--- src/rtl/cop0_irq_ctrl_if.sv ---
// Pipeline <-> coprocessor 0 bus: interrupt lines, exception sources, PCs,
// mtc0/mfc0 register access, eret, and the redirect/flush outputs.
interface cop0_irq_ctrl_if #(
  parameter int N_IRQ = 4
);
  logic [N_IRQ-1:0] i_irq;
  logic             i_hold;
  logic             i_arithmetic_overflow;
  logic             i_unknown_command;
  logic             i_unknown_func;
  logic [31:0]      i_pc_execute;
  logic [31:0]      i_pc_decode;
  logic [31:0]      i_pc_fetch;
  logic             i_mtc0;
  logic [4:0]       i_address;
  logic [31:0]      i_data;
  logic             i_eret;
  logic             o_exception;
  logic [31:0]      o_handler_address;
  logic             o_epc_to_pc;
  logic [31:0]      o_epc;
  logic [31:0]      o_data;

  modport slave (
    input  i_irq, i_hold, i_arithmetic_overflow, i_unknown_command, i_unknown_func,
           i_pc_execute, i_pc_decode, i_pc_fetch, i_mtc0, i_address, i_data, i_eret,
    output o_exception, o_handler_address, o_epc_to_pc, o_epc, o_data
  );

  modport master (
    output i_irq, i_hold, i_arithmetic_overflow, i_unknown_command, i_unknown_func,
           i_pc_execute, i_pc_decode, i_pc_fetch, i_mtc0, i_address, i_data, i_eret,
    input  o_exception, o_handler_address, o_epc_to_pc, o_epc, o_data
  );
endinterface

--- src/rtl/cop0_irq_ctrl.sv ---
// Coprocessor 0 with N_IRQ vectored interrupt lines: STATUS/CAUSE/EPC registers,
// exception-over-interrupt priority and a RUN/TRAP/HANDLER trap sequencer.
module cop0_irq_ctrl #(
  parameter int          N_IRQ        = 4,
  parameter bit          IRQ_EDGE     = 1'b0,
  parameter logic [31:0] HANDLER_BASE = 32'h0000_0100,
  parameter logic [31:0] VEC_STRIDE   = 32'h10
) (
  input  logic           i_clk,
  input  logic           i_rst_n,
  cop0_irq_ctrl_if.slave io_cop0
);

  typedef enum logic [1:0] {S_RUN, S_TRAP, S_HANDLER} state_t;

  localparam logic [4:0] A_STATUS = 5'd12;
  localparam logic [4:0] A_CAUSE  = 5'd13;
  localparam logic [4:0] A_EPC    = 5'd14;

  state_t           r_state;
  logic             r_ie;
  logic             r_exl;
  logic [N_IRQ-1:0] r_im;
  logic [N_IRQ-1:0] r_ip;
  logic [N_IRQ-1:0] r_irq_q;
  logic [4:0]       r_exc_code;
  logic [31:0]      r_epc;
  logic [31:0]      r_vec;
  logic             r_epc_to_pc;

  state_t           w_state_nxt;
  logic             w_trap_entry;
  logic             w_eret_take;
  logic             w_sync;
  logic             w_irq_req;
  logic [N_IRQ-1:0] w_pend;
  logic [31:0]      w_irq_vec;
  logic [4:0]       w_exc_code;
  logic [31:0]      w_epc_sel;
  logic [31:0]      w_vec;
  logic             w_wr_status;
  logic             w_wr_cause;
  logic             w_wr_epc;
  logic [N_IRQ-1:0] w_clr;
  logic [N_IRQ-1:0] w_ip_nxt;
  logic [31:0]      w_rdata;

  assign w_sync    = io_cop0.i_arithmetic_overflow | io_cop0.i_unknown_command
                   | io_cop0.i_unknown_func;
  assign w_pend    = r_ip & r_im;
  // EXL masks interrupts for the whole TRAP/HANDLER window
  assign w_irq_req = r_ie & ~r_exl & ~io_cop0.i_hold & (|w_pend);

  // Lowest pending line wins: scan downwards so the last hit is the smallest index
  always_comb begin
    w_irq_vec = HANDLER_BASE + VEC_STRIDE;
    for (int k = N_IRQ - 1; k >= 0; k--) begin
      if (w_pend[k]) w_irq_vec = HANDLER_BASE + VEC_STRIDE * 32'(k + 1);
    end
  end

  always_comb begin
    w_exc_code = 5'd0;
    w_epc_sel  = io_cop0.i_pc_fetch;
    w_vec      = w_irq_vec;
    if (io_cop0.i_arithmetic_overflow) begin
      w_exc_code = 5'd12;
      w_epc_sel  = io_cop0.i_pc_execute;
      w_vec      = HANDLER_BASE;
    end else if (io_cop0.i_unknown_command | io_cop0.i_unknown_func) begin
      w_exc_code = 5'd10;
      w_epc_sel  = io_cop0.i_pc_decode;
      w_vec      = HANDLER_BASE;
    end
  end

  always_comb begin
    w_state_nxt  = r_state;
    w_trap_entry = 1'b0;
    w_eret_take  = 1'b0;
    case (r_state)
      S_RUN: begin
        if (w_sync | w_irq_req) begin
          w_state_nxt  = S_TRAP;
          w_trap_entry = 1'b1;
        end
      end
      S_TRAP: w_state_nxt = S_HANDLER;
      S_HANDLER: begin
        // A fault inside the handler beats a simultaneous eret
        if (w_sync) begin
          w_state_nxt  = S_TRAP;
          w_trap_entry = 1'b1;
        end else if (io_cop0.i_eret) begin
          w_state_nxt = S_RUN;
          w_eret_take = 1'b1;
        end
      end
      default: w_state_nxt = S_RUN;
    endcase
  end

  assign w_wr_status = io_cop0.i_mtc0 & (io_cop0.i_address == A_STATUS) & ~w_trap_entry;
  assign w_wr_cause  = io_cop0.i_mtc0 & (io_cop0.i_address == A_CAUSE)  & ~w_trap_entry;
  assign w_wr_epc    = io_cop0.i_mtc0 & (io_cop0.i_address == A_EPC)    & ~w_trap_entry;
  assign w_clr       = w_wr_cause ? io_cop0.i_data[8 +: N_IRQ] : '0;

  // Edge mode: a fresh rising edge outranks a write-1 clear in the same cycle
  always_comb begin
    if (IRQ_EDGE) w_ip_nxt = (r_ip & ~w_clr) | (io_cop0.i_irq & ~r_irq_q);
    else          w_ip_nxt = io_cop0.i_irq;
  end

  always_ff @(posedge i_clk or negedge i_rst_n) begin
    if (!i_rst_n) begin
      r_state     <= S_RUN;
      r_ie        <= 1'b0;
      r_exl       <= 1'b0;
      r_im        <= '0;
      r_ip        <= '0;
      r_irq_q     <= '0;
      r_exc_code  <= 5'd0;
      r_epc       <= 32'd0;
      r_vec       <= 32'd0;
      r_epc_to_pc <= 1'b0;
    end else begin
      r_state     <= w_state_nxt;
      r_epc_to_pc <= w_eret_take;
      r_irq_q     <= io_cop0.i_irq;
      r_ip        <= w_ip_nxt;
      if (w_trap_entry) begin
        r_exl      <= 1'b1;
        r_exc_code <= w_exc_code;
        r_vec      <= w_vec;
        // Re-entry from HANDLER keeps the original return address
        if (r_state == S_RUN) r_epc <= w_epc_sel;
      end else begin
        if (w_eret_take) r_exl <= 1'b0;
        if (w_wr_status) begin
          r_ie <= io_cop0.i_data[0];
          r_im <= io_cop0.i_data[8 +: N_IRQ];
        end
        if (w_wr_epc) r_epc <= io_cop0.i_data;
      end
    end
  end

  always_comb begin
    w_rdata = 32'd0;
    case (io_cop0.i_address)
      A_STATUS: begin
        w_rdata[0]           = r_ie;
        w_rdata[1]           = r_exl;
        w_rdata[8 +: N_IRQ]  = r_im;
      end
      A_CAUSE: begin
        w_rdata[6:2]         = r_exc_code;
        w_rdata[8 +: N_IRQ]  = r_ip;
      end
      A_EPC:   w_rdata = r_epc;
      default: w_rdata = 32'd0;
    endcase
  end

  assign io_cop0.o_exception       = (r_state == S_TRAP);
  assign io_cop0.o_handler_address = (r_state == S_TRAP) ? r_vec : 32'd0;
  assign io_cop0.o_epc_to_pc       = r_epc_to_pc;
  assign io_cop0.o_epc             = r_epc;
  assign io_cop0.o_data            = w_rdata;

endmodule

--- src/flat_wrapper.sv ---
// flat-port wrapper written by rule: the top's interface ports become plain ports
module cop0_irq_ctrl_flat 
#(
  parameter int          N_IRQ        = 4,
  parameter bit          IRQ_EDGE     = 1'b0,
  parameter logic [31:0] HANDLER_BASE = 32'h0000_0100,
  parameter logic [31:0] VEC_STRIDE   = 32'h10
)
  (i_clk, i_rst_n, io_cop0_i_irq, io_cop0_i_hold, io_cop0_i_arithmetic_overflow, io_cop0_i_unknown_command, io_cop0_i_unknown_func, io_cop0_i_pc_execute, io_cop0_i_pc_decode, io_cop0_i_pc_fetch, io_cop0_i_mtc0, io_cop0_i_address, io_cop0_i_data, io_cop0_i_eret, io_cop0_o_exception, io_cop0_o_handler_address, io_cop0_o_epc_to_pc, io_cop0_o_epc, io_cop0_o_data);
  cop0_irq_ctrl_if #(.N_IRQ(N_IRQ)) io_cop0_i ();
  input  logic i_clk;
  input  logic i_rst_n;
  input wire logic [$bits(io_cop0_i.i_irq)-1:0] io_cop0_i_irq;
  input wire logic [$bits(io_cop0_i.i_hold)-1:0] io_cop0_i_hold;
  input wire logic [$bits(io_cop0_i.i_arithmetic_overflow)-1:0] io_cop0_i_arithmetic_overflow;
  input wire logic [$bits(io_cop0_i.i_unknown_command)-1:0] io_cop0_i_unknown_command;
  input wire logic [$bits(io_cop0_i.i_unknown_func)-1:0] io_cop0_i_unknown_func;
  input wire logic [$bits(io_cop0_i.i_pc_execute)-1:0] io_cop0_i_pc_execute;
  input wire logic [$bits(io_cop0_i.i_pc_decode)-1:0] io_cop0_i_pc_decode;
  input wire logic [$bits(io_cop0_i.i_pc_fetch)-1:0] io_cop0_i_pc_fetch;
  input wire logic [$bits(io_cop0_i.i_mtc0)-1:0] io_cop0_i_mtc0;
  input wire logic [$bits(io_cop0_i.i_address)-1:0] io_cop0_i_address;
  input wire logic [$bits(io_cop0_i.i_data)-1:0] io_cop0_i_data;
  input wire logic [$bits(io_cop0_i.i_eret)-1:0] io_cop0_i_eret;
  output wire logic [$bits(io_cop0_i.o_exception)-1:0] io_cop0_o_exception;
  output wire logic [$bits(io_cop0_i.o_handler_address)-1:0] io_cop0_o_handler_address;
  output wire logic [$bits(io_cop0_i.o_epc_to_pc)-1:0] io_cop0_o_epc_to_pc;
  output wire logic [$bits(io_cop0_i.o_epc)-1:0] io_cop0_o_epc;
  output wire logic [$bits(io_cop0_i.o_data)-1:0] io_cop0_o_data;
  assign io_cop0_i.i_irq = io_cop0_i_irq;
  assign io_cop0_i.i_hold = io_cop0_i_hold;
  assign io_cop0_i.i_arithmetic_overflow = io_cop0_i_arithmetic_overflow;
  assign io_cop0_i.i_unknown_command = io_cop0_i_unknown_command;
  assign io_cop0_i.i_unknown_func = io_cop0_i_unknown_func;
  assign io_cop0_i.i_pc_execute = io_cop0_i_pc_execute;
  assign io_cop0_i.i_pc_decode = io_cop0_i_pc_decode;
  assign io_cop0_i.i_pc_fetch = io_cop0_i_pc_fetch;
  assign io_cop0_i.i_mtc0 = io_cop0_i_mtc0;
  assign io_cop0_i.i_address = io_cop0_i_address;
  assign io_cop0_i.i_data = io_cop0_i_data;
  assign io_cop0_i.i_eret = io_cop0_i_eret;
  assign io_cop0_o_exception = io_cop0_i.o_exception;
  assign io_cop0_o_handler_address = io_cop0_i.o_handler_address;
  assign io_cop0_o_epc_to_pc = io_cop0_i.o_epc_to_pc;
  assign io_cop0_o_epc = io_cop0_i.o_epc;
  assign io_cop0_o_data = io_cop0_i.o_data;
  cop0_irq_ctrl #(.N_IRQ(N_IRQ), .IRQ_EDGE(IRQ_EDGE), .HANDLER_BASE(HANDLER_BASE), .VEC_STRIDE(VEC_STRIDE)) u_core (.i_clk(i_clk), .i_rst_n(i_rst_n), .io_cop0(io_cop0_i));
endmodule
--- config.mk ---
export PLATFORM = sky130hd
export DESIGN_NAME = cop0_irq_ctrl_flat
export DESIGN_NICKNAME = d
export VERILOG_FILES = /design/src/rtl/cop0_irq_ctrl_if.sv /design/src/rtl/cop0_irq_ctrl.sv /design/src/flat_wrapper.sv
export SDC_FILE = /design/constraint.sdc
export NUM_CORES = 1
export LEC_CHECK = 0
export CAP_MARGIN = 30
export CORE_MARGIN = 5
export CORE_UTILIZATION = 41
export DETAILED_ROUTE_END_ITERATION = 8
export PLACE_DENSITY = 0.84
export SYNTH_ARGS = -nofsm -noshare
export SYNTH_HDL_FRONTEND = slang
export SYNTH_SLANG_ARGS = --single-unit
--- constraint.sdc ---
create_clock -name i_clk -period 3 [get_ports i_clk]
set_clock_uncertainty 0.05 [all_clocks]
set_input_delay 0.6 -clock i_clk [delete_from_list [all_inputs] [get_ports i_clk]]
set_output_delay 0.6 -clock i_clk [all_outputs]
set_load 0.01 [all_outputs]
==> metrics.txt, run 1 <==
# TYPE chip_impl_metric gauge
chip_impl_info{name="outcome",value="finished clean"} 1
chip_impl_metric{name="grt_usage",unit="%"} 23.85
chip_impl_metric{name="fmax",unit="GHz"} 0.3588
chip_impl_metric{name="worst_ir_drop_vdd",unit="mV"} 0.2780
chip_impl_metric{name="number_of_enable_type_register_cells_in_the_synthesized_netlist",unit=""} 0
chip_impl_metric{name="setup_ws",unit="ns"} 0.2132
chip_impl_metric{name="slew_viol_final",unit=""} 0
chip_impl_metric{name="num-nets-final",unit=""} 764
chip_impl_metric{name="cts.repair.resized",unit=""} 33
chip_impl_info{name="cts_tree",value="done"} 1
chip_impl_info{name="grt_setup_unrepaired",value="false"} 1
chip_impl_metric{name="multi_input_comb_area",unit="um^2"} 2338
chip_impl_metric{name="finish.utilization",unit="%"} 64.88
chip_impl_metric{name="floorplan.core_area",unit="um^2"} 9639
chip_impl_metric{name="floorplan.die.height",unit="um"} 108.8
chip_impl_metric{name="area.growth.synth_to_final",unit="%"} 56.14
chip_impl_metric{name="insertedDiodeCount",unit=""} 0
chip_impl_metric{name="routed-via-count",unit=""} 4279
chip_impl_metric{name="share_of_post_route_cells_with_drive_strength_above_1",unit="%"} 15.16
chip_impl_metric{name="grt_pass1_wl",unit="um"} 22360
chip_impl_metric{name="remaining_routing_drc_violations",unit=""} 0
chip_impl_metric{name="cts_buffer_depth",unit=""} 2
chip_impl_metric{name="synth_top_cell_area_share",unit="%"} 32.49
chip_impl_metric{name="worstPathMaxFanout",unit=""} 32
chip_impl_metric{name="floorplan.io_pins",unit=""} 243
chip_impl_metric{name="ys.warnings.count",unit=""} 0
chip_impl_metric{name="power",unit="mW"} 2.962
chip_impl_metric{name="detailed_place_hpwl",unit="um"} 11460
chip_impl_metric{name="cts_hold_repair_buffers",unit=""} 0
chip_impl_info{name="crit_path_end_kind",value="output port"} 1
chip_impl_info{name="post-synth-top-area-cell",value="dfrtp_1"} 1
chip_impl_metric{name="routed_via_density",unit=""} 5.683
chip_impl_metric{name="required",unit="ns"} 2.35
chip_impl_metric{name="cts-buffers-inserted",unit=""} 5
chip_impl_metric{name="design.die.area",unit="um^2"} 11850
chip_impl_info{name="synthTopCellsByArea",value="dfrtp_1, mux2_2, o221ai_1"} 1
chip_impl_info{name="path_type_of_the_worst_min_delay_path",value="in -> async"} 1
chip_impl_metric{name="initial_core_util",unit="%"} 41.55
chip_impl_metric{name="antenna_found_initial",unit=""} 0
chip_impl_metric{name="grt_overflow_total",unit=""} 0
chip_impl_metric{name="syn_avg_cell_area",unit="um^2"} 9.605
chip_impl_metric{name="max-slew-margin-rel",unit="%"} 42.15
chip_impl_metric{name="filler_cell_count",unit=""} 821
chip_impl_metric{name="ctsHtreeMaxLevel",unit=""} 2
chip_impl_metric{name="postSynthCellCount",unit=""} 417
chip_impl_metric{name="die_width",unit="um"} 108.8
chip_impl_metric{name="first_iter_violations",unit=""} 283
chip_impl_metric{name="wl_per_cell",unit="um"} 19.67
chip_impl_metric{name="tritoncts_num_sinks",unit=""} 52
chip_impl_info{name="worst_setup_path_category",value="in -> out"} 1
chip_impl_metric{name="drt_pass1_iterations",unit=""} 5
chip_impl_metric{name="p_per_cell_area",unit="nW/um^2"} 473.6
chip_impl_metric{name="final.period_utilization",unit="%"} 92.89
chip_impl_metric{name="hold_viol_final",unit=""} 0
chip_impl_metric{name="ys_seq_elements",unit=""} 52
chip_impl_metric{name="gp_routability_congestion",unit=""} 0.8463
chip_impl_metric{name="route.antenna.remaining_nets",unit=""} 0
chip_impl_metric{name="proportion_of_synthesized_flip_flops_having_asynchronous_set_or_reset",unit="%"} 100.0
chip_impl_info{name="yosys_most_used_dff",value="dfrtp_1"} 1
chip_impl_metric{name="cts.reportedPaths.clkPinSlew",unit="ns"} 0.10
chip_impl_metric{name="fin_area",unit="um^2"} 6254
chip_impl_metric{name="leakagePower",unit="nW"} 2.529
chip_impl_metric{name="clock_latency_reported_for_the_late_side_of_the_worst_skew_pair",unit="ns"} 0.30
chip_impl_metric{name="routed_wirelength",unit="um"} 14810
chip_impl_metric{name="timing.critical_path.arrival",unit="ns"} 2.14
chip_impl_metric{name="report.final.setup_viol",unit=""} 0
chip_impl_metric{name="synthDistinctLibCells",unit=""} 42
chip_impl_metric{name="seq_area",unit="um^2"} 1301
chip_impl_metric{name="maxCapViolations",unit=""} 0
chip_impl_metric{name="first_global_vias",unit=""} 4394
chip_impl_metric{name="cts_post_setup_buffers_inserted",unit=""} 0
chip_impl_metric{name="buffer_ports.inserted",unit=""} 214
chip_impl_metric{name="tightestPinTransition",unit="ns"} 0.8668
chip_impl_info{name="ctsRootBufferMaster",value="clkbuf_8"} 1
chip_impl_metric{name="portion_of_the_post_synthesis_area_used_by_sequential_elements",unit="%"} 32.49
chip_impl_metric{name="row_count",unit=""} 36
chip_impl_metric{name="timing.final.crit_period",unit="ns"} 2.787
chip_impl_metric{name="place_worst_setup_slack",unit="ns"} -0.07824
chip_impl_metric{name="pin_count_of_the_biggest_net_entering_global_routing",unit=""} 67
chip_impl_info{name="worstSetupStartpointType",value="input pin"} 1
chip_impl_metric{name="netlist_area",unit="um^2"} 4005
chip_impl_metric{name="placed_area",unit="um^2"} 6193
## metrics by stage
step	TNS (ns)	instances	hold WS [ns]
2_1_floorplan	0	444	0.2544
3_3_place_gp	0	745	0.3994
3_5_place_dp	-0.7794	745	0.4057
4_1_cts	0	753	0.3237
5_1_grt	0	753	0.3510
6_report	0	753	0.2972
## logic make-up after synthesis
logic type             Yosys count  share of synthesized area, %
AO/OA/AOI/OAI                  118                         24.37
buffers and inverters           80                         12.09
flip-flops                      52                         32.49
multiplexers                    42                         12.25
other                            1                       0.09363
AND/OR/NAND/NOR                124                         18.71
## cell usage after synthesis (3+ instances only)
cell type,n
a31oi_1,32
o21ai_0,8
clkbuf_1,19
mux2i_1,4
o221ai_1,32
nand3_1,37
a2111oi_0,25
a22o_1,4
dfrtp_1,52
nand2_1,10
buf_6,4
a32o_1,3
mux2_4,6
buf_2,17
nor2_1,3
nand2b_1,32
a2111oi_2,7
inv_1,6
mux2_2,32
buf_4,32
and2_1,27
## placed cells by master (no fill, tap or decap), types with 7 or more instances in the layout
cell             count
conb_1              28
mux2_2              32
clkdlybuf4s50_1    180
buf_4               26
o21ai_0              8
a2111oi_0           25
nand2b_1            32
and2_1              27
dlygate4sd2_1       32
nand2_1             10
o221ai_1            32
a2111oi_2            7
dfrtp_1             52
a31oi_1             32
nand3_1             37
## worst paths after layout
path,from,endpoint,slack [ns],depth (start not counted)
max,io_cop0_i_address[4],io_cop0_o_data[11],0.21,7
min,i_rst_n,u_core.r_vec[8]$_DFFE_PN0P_,0.30,1
max reg2reg,u_core.r_ip[1]$_DFF_PN0_,u_core.io_cop0.o_epc[4]$_DFFE_PN0P_,0.83,5
min reg2reg,u_core.r_vec[8]$_DFFE_PN0P_,u_core.r_vec[8]$_DFFE_PN0P_,0.43,1
max in group asynchronous,i_rst_n,u_core.r_ip[1]$_DFF_PN0_,1.83,2
min in group i_clk,u_core.r_vec[8]$_DFFE_PN0P_,u_core.r_vec[8]$_DFFE_PN0P_,0.43,1
## flip-flops by register name (all words and copies together), names as in the netlist
signal	flops
u_core.io_cop0.o_epc	32
u_core.io_cop0.o_epc_to_pc	1
u_core.r_exc_code	3
u_core.r_exl	1
u_core.r_ie	1
u_core.r_im	4
u_core.r_ip	4
u_core.r_state	2
u_core.r_vec	4
## per-layer routing
layer  track usage (%)  vias up  wire length, um
met5                 0        -                0
met1             28.66     2039             5456
li1                  -     1952                -
met2             41.84      258             7609
met4             8.566        0              410
met3             5.269       30             1336
## worst max-delay path, stage by stage
cell             delay (ns)
clkdlybuf4s50_1        0.43
nand3b_1               0.21
nor3_2                 0.21
buf_12                 0.22
nand2_1                0.07
o21ai_0                0.08
dlygate4sd2_1          0.31
## cell type report
cell class,count,share of cell area (%)
Clock buffer,6,1.321
Clock inverter,2,0.2401
Inverter,6,0.3601
Multi-Input combinational cell,312,37.39
Sequential cell,52,20.81
Tap cell,133,2.661
Timing Repair Buffer,242,37.21
## power breakdown
| group | total (mW) | switching [mW] | internal (mW) |
|---|---|---|---|
| Sequential | 1.13 | 0.215 | 0.915 |
| Clock | 0.426 | 0.238 | 0.187 |
| Combinational | 1.41 | 0.611 | 0.795 |
Power figures use the tool's default switching activity.
==> inputs of run 2 (changes only) <==
Settings changed: CORE_UTILIZATION 41 to 34, PLACE_DENSITY 0.84 to 0.74.
Clock period 3 ns to 2.4 ns, I/O delays scaled along.
==> run 2 against run 1 <==
Effect of this change: setup slack lost 0.14 ns; sequential share of layout area fell by 0.97 points; via count increased by 0.40%; final cell count grew 3.5%; critical path depth increased by 2; core utilization is 7.7 points lower; combinational power increased by 30%; hold slack worse by 0.19 ns; routed wire length up 7.3%; power grew 33%.
==> metrics.txt, run 2 (synthesis results as in run 1) <==
# TYPE chip_impl_metric gauge
chip_impl_metric{name="largest_register_ff_count",unit=""} 32
chip_impl_info{name="critPathTopFamily",value="buffers and inverters"} 1
chip_impl_metric{name="detailed_place_hpwl",unit="um"} 11740
chip_impl_metric{name="cts_buffer_depth",unit=""} 2
chip_impl_metric{name="setup_ws",unit="ns"} 0.07431
chip_impl_metric{name="antenna_found_initial",unit=""} 0
chip_impl_metric{name="floorplan.io_pins",unit=""} 243
chip_impl_info{name="critical_path.most_common_cell",value="buf_12"} 1
chip_impl_metric{name="share_of_post_route_cells_with_drive_strength_above_1",unit="%"} 22.64
chip_impl_metric{name="tritoncts_num_sinks",unit=""} 52
chip_impl_info{name="worstSetupStartpointType",value="input pin"} 1
chip_impl_info{name="worstPathCellList",value="dlygate4sd2_1, nand3b_1, nor3_4, buf_12, buf_12, buf_12, buf_16, a32o_1, buf_2"} 1
chip_impl_metric{name="fmax",unit="GHz"} 0.4300
chip_impl_metric{name="remaining_routing_drc_violations",unit=""} 0
chip_impl_metric{name="wl_per_cell",unit="um"} 20.41
chip_impl_metric{name="place_worst_setup_slack",unit="ns"} -0.3579
chip_impl_metric{name="routed_via_density",unit=""} 5.515
chip_impl_metric{name="ctsHtreeMaxLevel",unit=""} 2
chip_impl_metric{name="area.growth.synth_to_final",unit="%"} 63.76
chip_impl_metric{name="grt_pass1_wl",unit="um"} 24890
chip_impl_metric{name="route.antenna.remaining_nets",unit=""} 0
chip_impl_metric{name="timing.critical_path.arrival",unit="ns"} 1.80
chip_impl_metric{name="buffer_ports.inserted",unit=""} 214
chip_impl_metric{name="post-place-cells",unit=""} 760
chip_impl_info{name="cts_tree",value="done"} 1
chip_impl_metric{name="design.die.area",unit="um^2"} 14050
chip_impl_metric{name="maxCapViolations",unit=""} 0
chip_impl_metric{name="insertedDiodeCount",unit=""} 0
chip_impl_metric{name="floorplan.die.height",unit="um"} 118.5
chip_impl_metric{name="report.final.setup_viol",unit=""} 0
chip_impl_metric{name="die_width",unit="um"} 118.5
chip_impl_metric{name="timing.final.crit_period",unit="ns"} 2.326
chip_impl_metric{name="cts.reportedPaths.clkPinSlew",unit="ns"} 0.07
chip_impl_metric{name="grt_usage",unit="%"} 21.62
chip_impl_metric{name="final.period_utilization",unit="%"} 96.90
chip_impl_metric{name="filler_cell_count",unit=""} 1014
chip_impl_info{name="final_common_cell",value="clkdlybuf4s50_1"} 1
chip_impl_info{name="ctsRootBufferMaster",value="clkbuf_16"} 1
chip_impl_metric{name="cts-buffers-inserted",unit=""} 5
chip_impl_metric{name="p_per_cell_area",unit="nW/um^2"} 602.5
chip_impl_metric{name="hold_viol_final",unit=""} 0
chip_impl_metric{name="cts_hold_repair_buffers",unit=""} 0
chip_impl_info{name="worst_setup_path_category",value="in -> out"} 1
chip_impl_metric{name="tightestPinTransition",unit="ns"} 0.6757
chip_impl_metric{name="initial_core_util",unit="%"} 34.93
chip_impl_metric{name="required",unit="ns"} 1.87
chip_impl_info{name="crit_path_end_kind",value="output port"} 1
chip_impl_metric{name="first_global_vias",unit=""} 4532
chip_impl_metric{name="leakagePower",unit="nW"} 2.623
chip_impl_metric{name="worstPathMaxFanout",unit=""} 5
chip_impl_info{name="grt_setup_unrepaired",value="false"} 1
chip_impl_metric{name="slew_viol_final",unit=""} 0
chip_impl_metric{name="drt_pass1_iterations",unit=""} 5
chip_impl_metric{name="first_iter_violations",unit=""} 372
chip_impl_metric{name="max-slew-margin-rel",unit="%"} 54.95
chip_impl_metric{name="num-nets-final",unit=""} 780
chip_impl_metric{name="pin_count_of_the_biggest_net_entering_global_routing",unit=""} 67
chip_impl_metric{name="clock_latency_reported_for_the_late_side_of_the_worst_skew_pair",unit="ns"} 0.29
chip_impl_metric{name="layoutNonFillerInstCount",unit=""} 779
chip_impl_metric{name="path_buf_inv",unit=""} 6
chip_impl_metric{name="routed-via-count",unit=""} 4296
chip_impl_metric{name="routed_wirelength",unit="um"} 15900
chip_impl_metric{name="row_count",unit=""} 39
chip_impl_metric{name="grt_overflow_total",unit=""} 0
chip_impl_metric{name="setup_total_negative_slack",unit="ns"} 0
chip_impl_info{name="final_cell_mix",value="clkdlybuf4s50_1, dfrtp_1, nand3_1"} 1
chip_impl_info{name="path_type_of_the_worst_min_delay_path",value="in -> async"} 1
chip_impl_metric{name="worst_ir_drop_vdd",unit="mV"} 0.2953
chip_impl_metric{name="critical_path.max_stage_delay",unit="ns"} 0.25
chip_impl_info{name="worst_path_max_delay_cell",value="dlygate4sd2_1"} 1
chip_impl_info{name="outcome",value="finished clean"} 1
chip_impl_metric{name="gp_routability_congestion",unit=""} 0.8079
chip_impl_metric{name="finalHoldWorstSlack",unit="ns"} 0.1113
chip_impl_metric{name="finish.utilization",unit="%"} 57.20
chip_impl_metric{name="floorplan.core_area",unit="um^2"} 11470
run 2: cell types whose count changed in the layout (fill, tap and decap cells not counted), sizes merged:
cell,delta
dlygate4sd2,-28
bufbuf,+1
clkbuf,-1
clkdlybuf4s50,-5
clkinv,+3
clkdlybuf4s15,+5
clkinvlp,-2
buf,+43
run 2: path summary, 6_finish.rpt:
kind	from	end	slack (ns)	cells past startpoint
worst max-delay path	io_cop0_i_address[2]	io_cop0_o_data[5]	0.07	9
worst min-delay path	i_rst_n	u_core.r_vec[4]$_DFFE_PN0P_	0.11	1
worst max register to register	u_core.r_ip[1]$_DFF_PN0_	u_core.r_im[2]$_DFFE_PN0P_	0.44	4
worst min register to register	u_core.r_vec[8]$_DFFE_PN0P_	u_core.r_vec[8]$_DFFE_PN0P_	0.42	1
max in group asynchronous	i_rst_n	u_core.r_exc_code[1]$_DFFE_PN0P_	1.55	2
min in group i_clk	u_core.r_vec[8]$_DFFE_PN0P_	u_core.r_vec[8]$_DFFE_PN0P_	0.42	1
run 2: final cells by class:
cell class                 instances  area [um^2]  area share [%]
clock buffer                       5        125.1           1.908
clock inverter                     3        18.77          0.2862
inverter                           6        22.52          0.3434
multi-input combinational        312         2352           35.86
sequential                        52         1301           19.84
tap                              143        178.9           2.728
timing repair buffer             258         2560           39.03
run 2: timing repair:
item                                    in CTS  in global routing
endpoints found under the setup margin      32                 36
gates resized for setup                    142                  3
buffers inserted                             6                  1
pin swaps                                    2                  1
gates cloned                                 4                  0
run 2: per-layer routing:
layer | global-route usage (%) | routed length, um
met5 | 0 | 0
met1 | 25.79 | 6117
met2 | 38.08 | 8165
met3 | 6.017 | 1312
met4 | 5.953 | 305
run 2: power by group:
| group | internal [mW] | total (mW) | leakage (nW) | switching [mW] |
|---|---|---|---|---|
| sequential | 1.15 | 1.41 | 0.598 | 0.264 |
| combinational | 1.06 | 1.83 | 1.95 | 0.773 |
| clock | 0.385 | 0.712 | 0.0736 | 0.326 |
run 2: stage by stage:
step	instance area, um^2	power, mW
detailed placement	6336	3.254
global route	6559	4.186
finish	6559	3.951
floorplan	4106	2.163
CTS	6554	3.975
global placement	6336	3.213
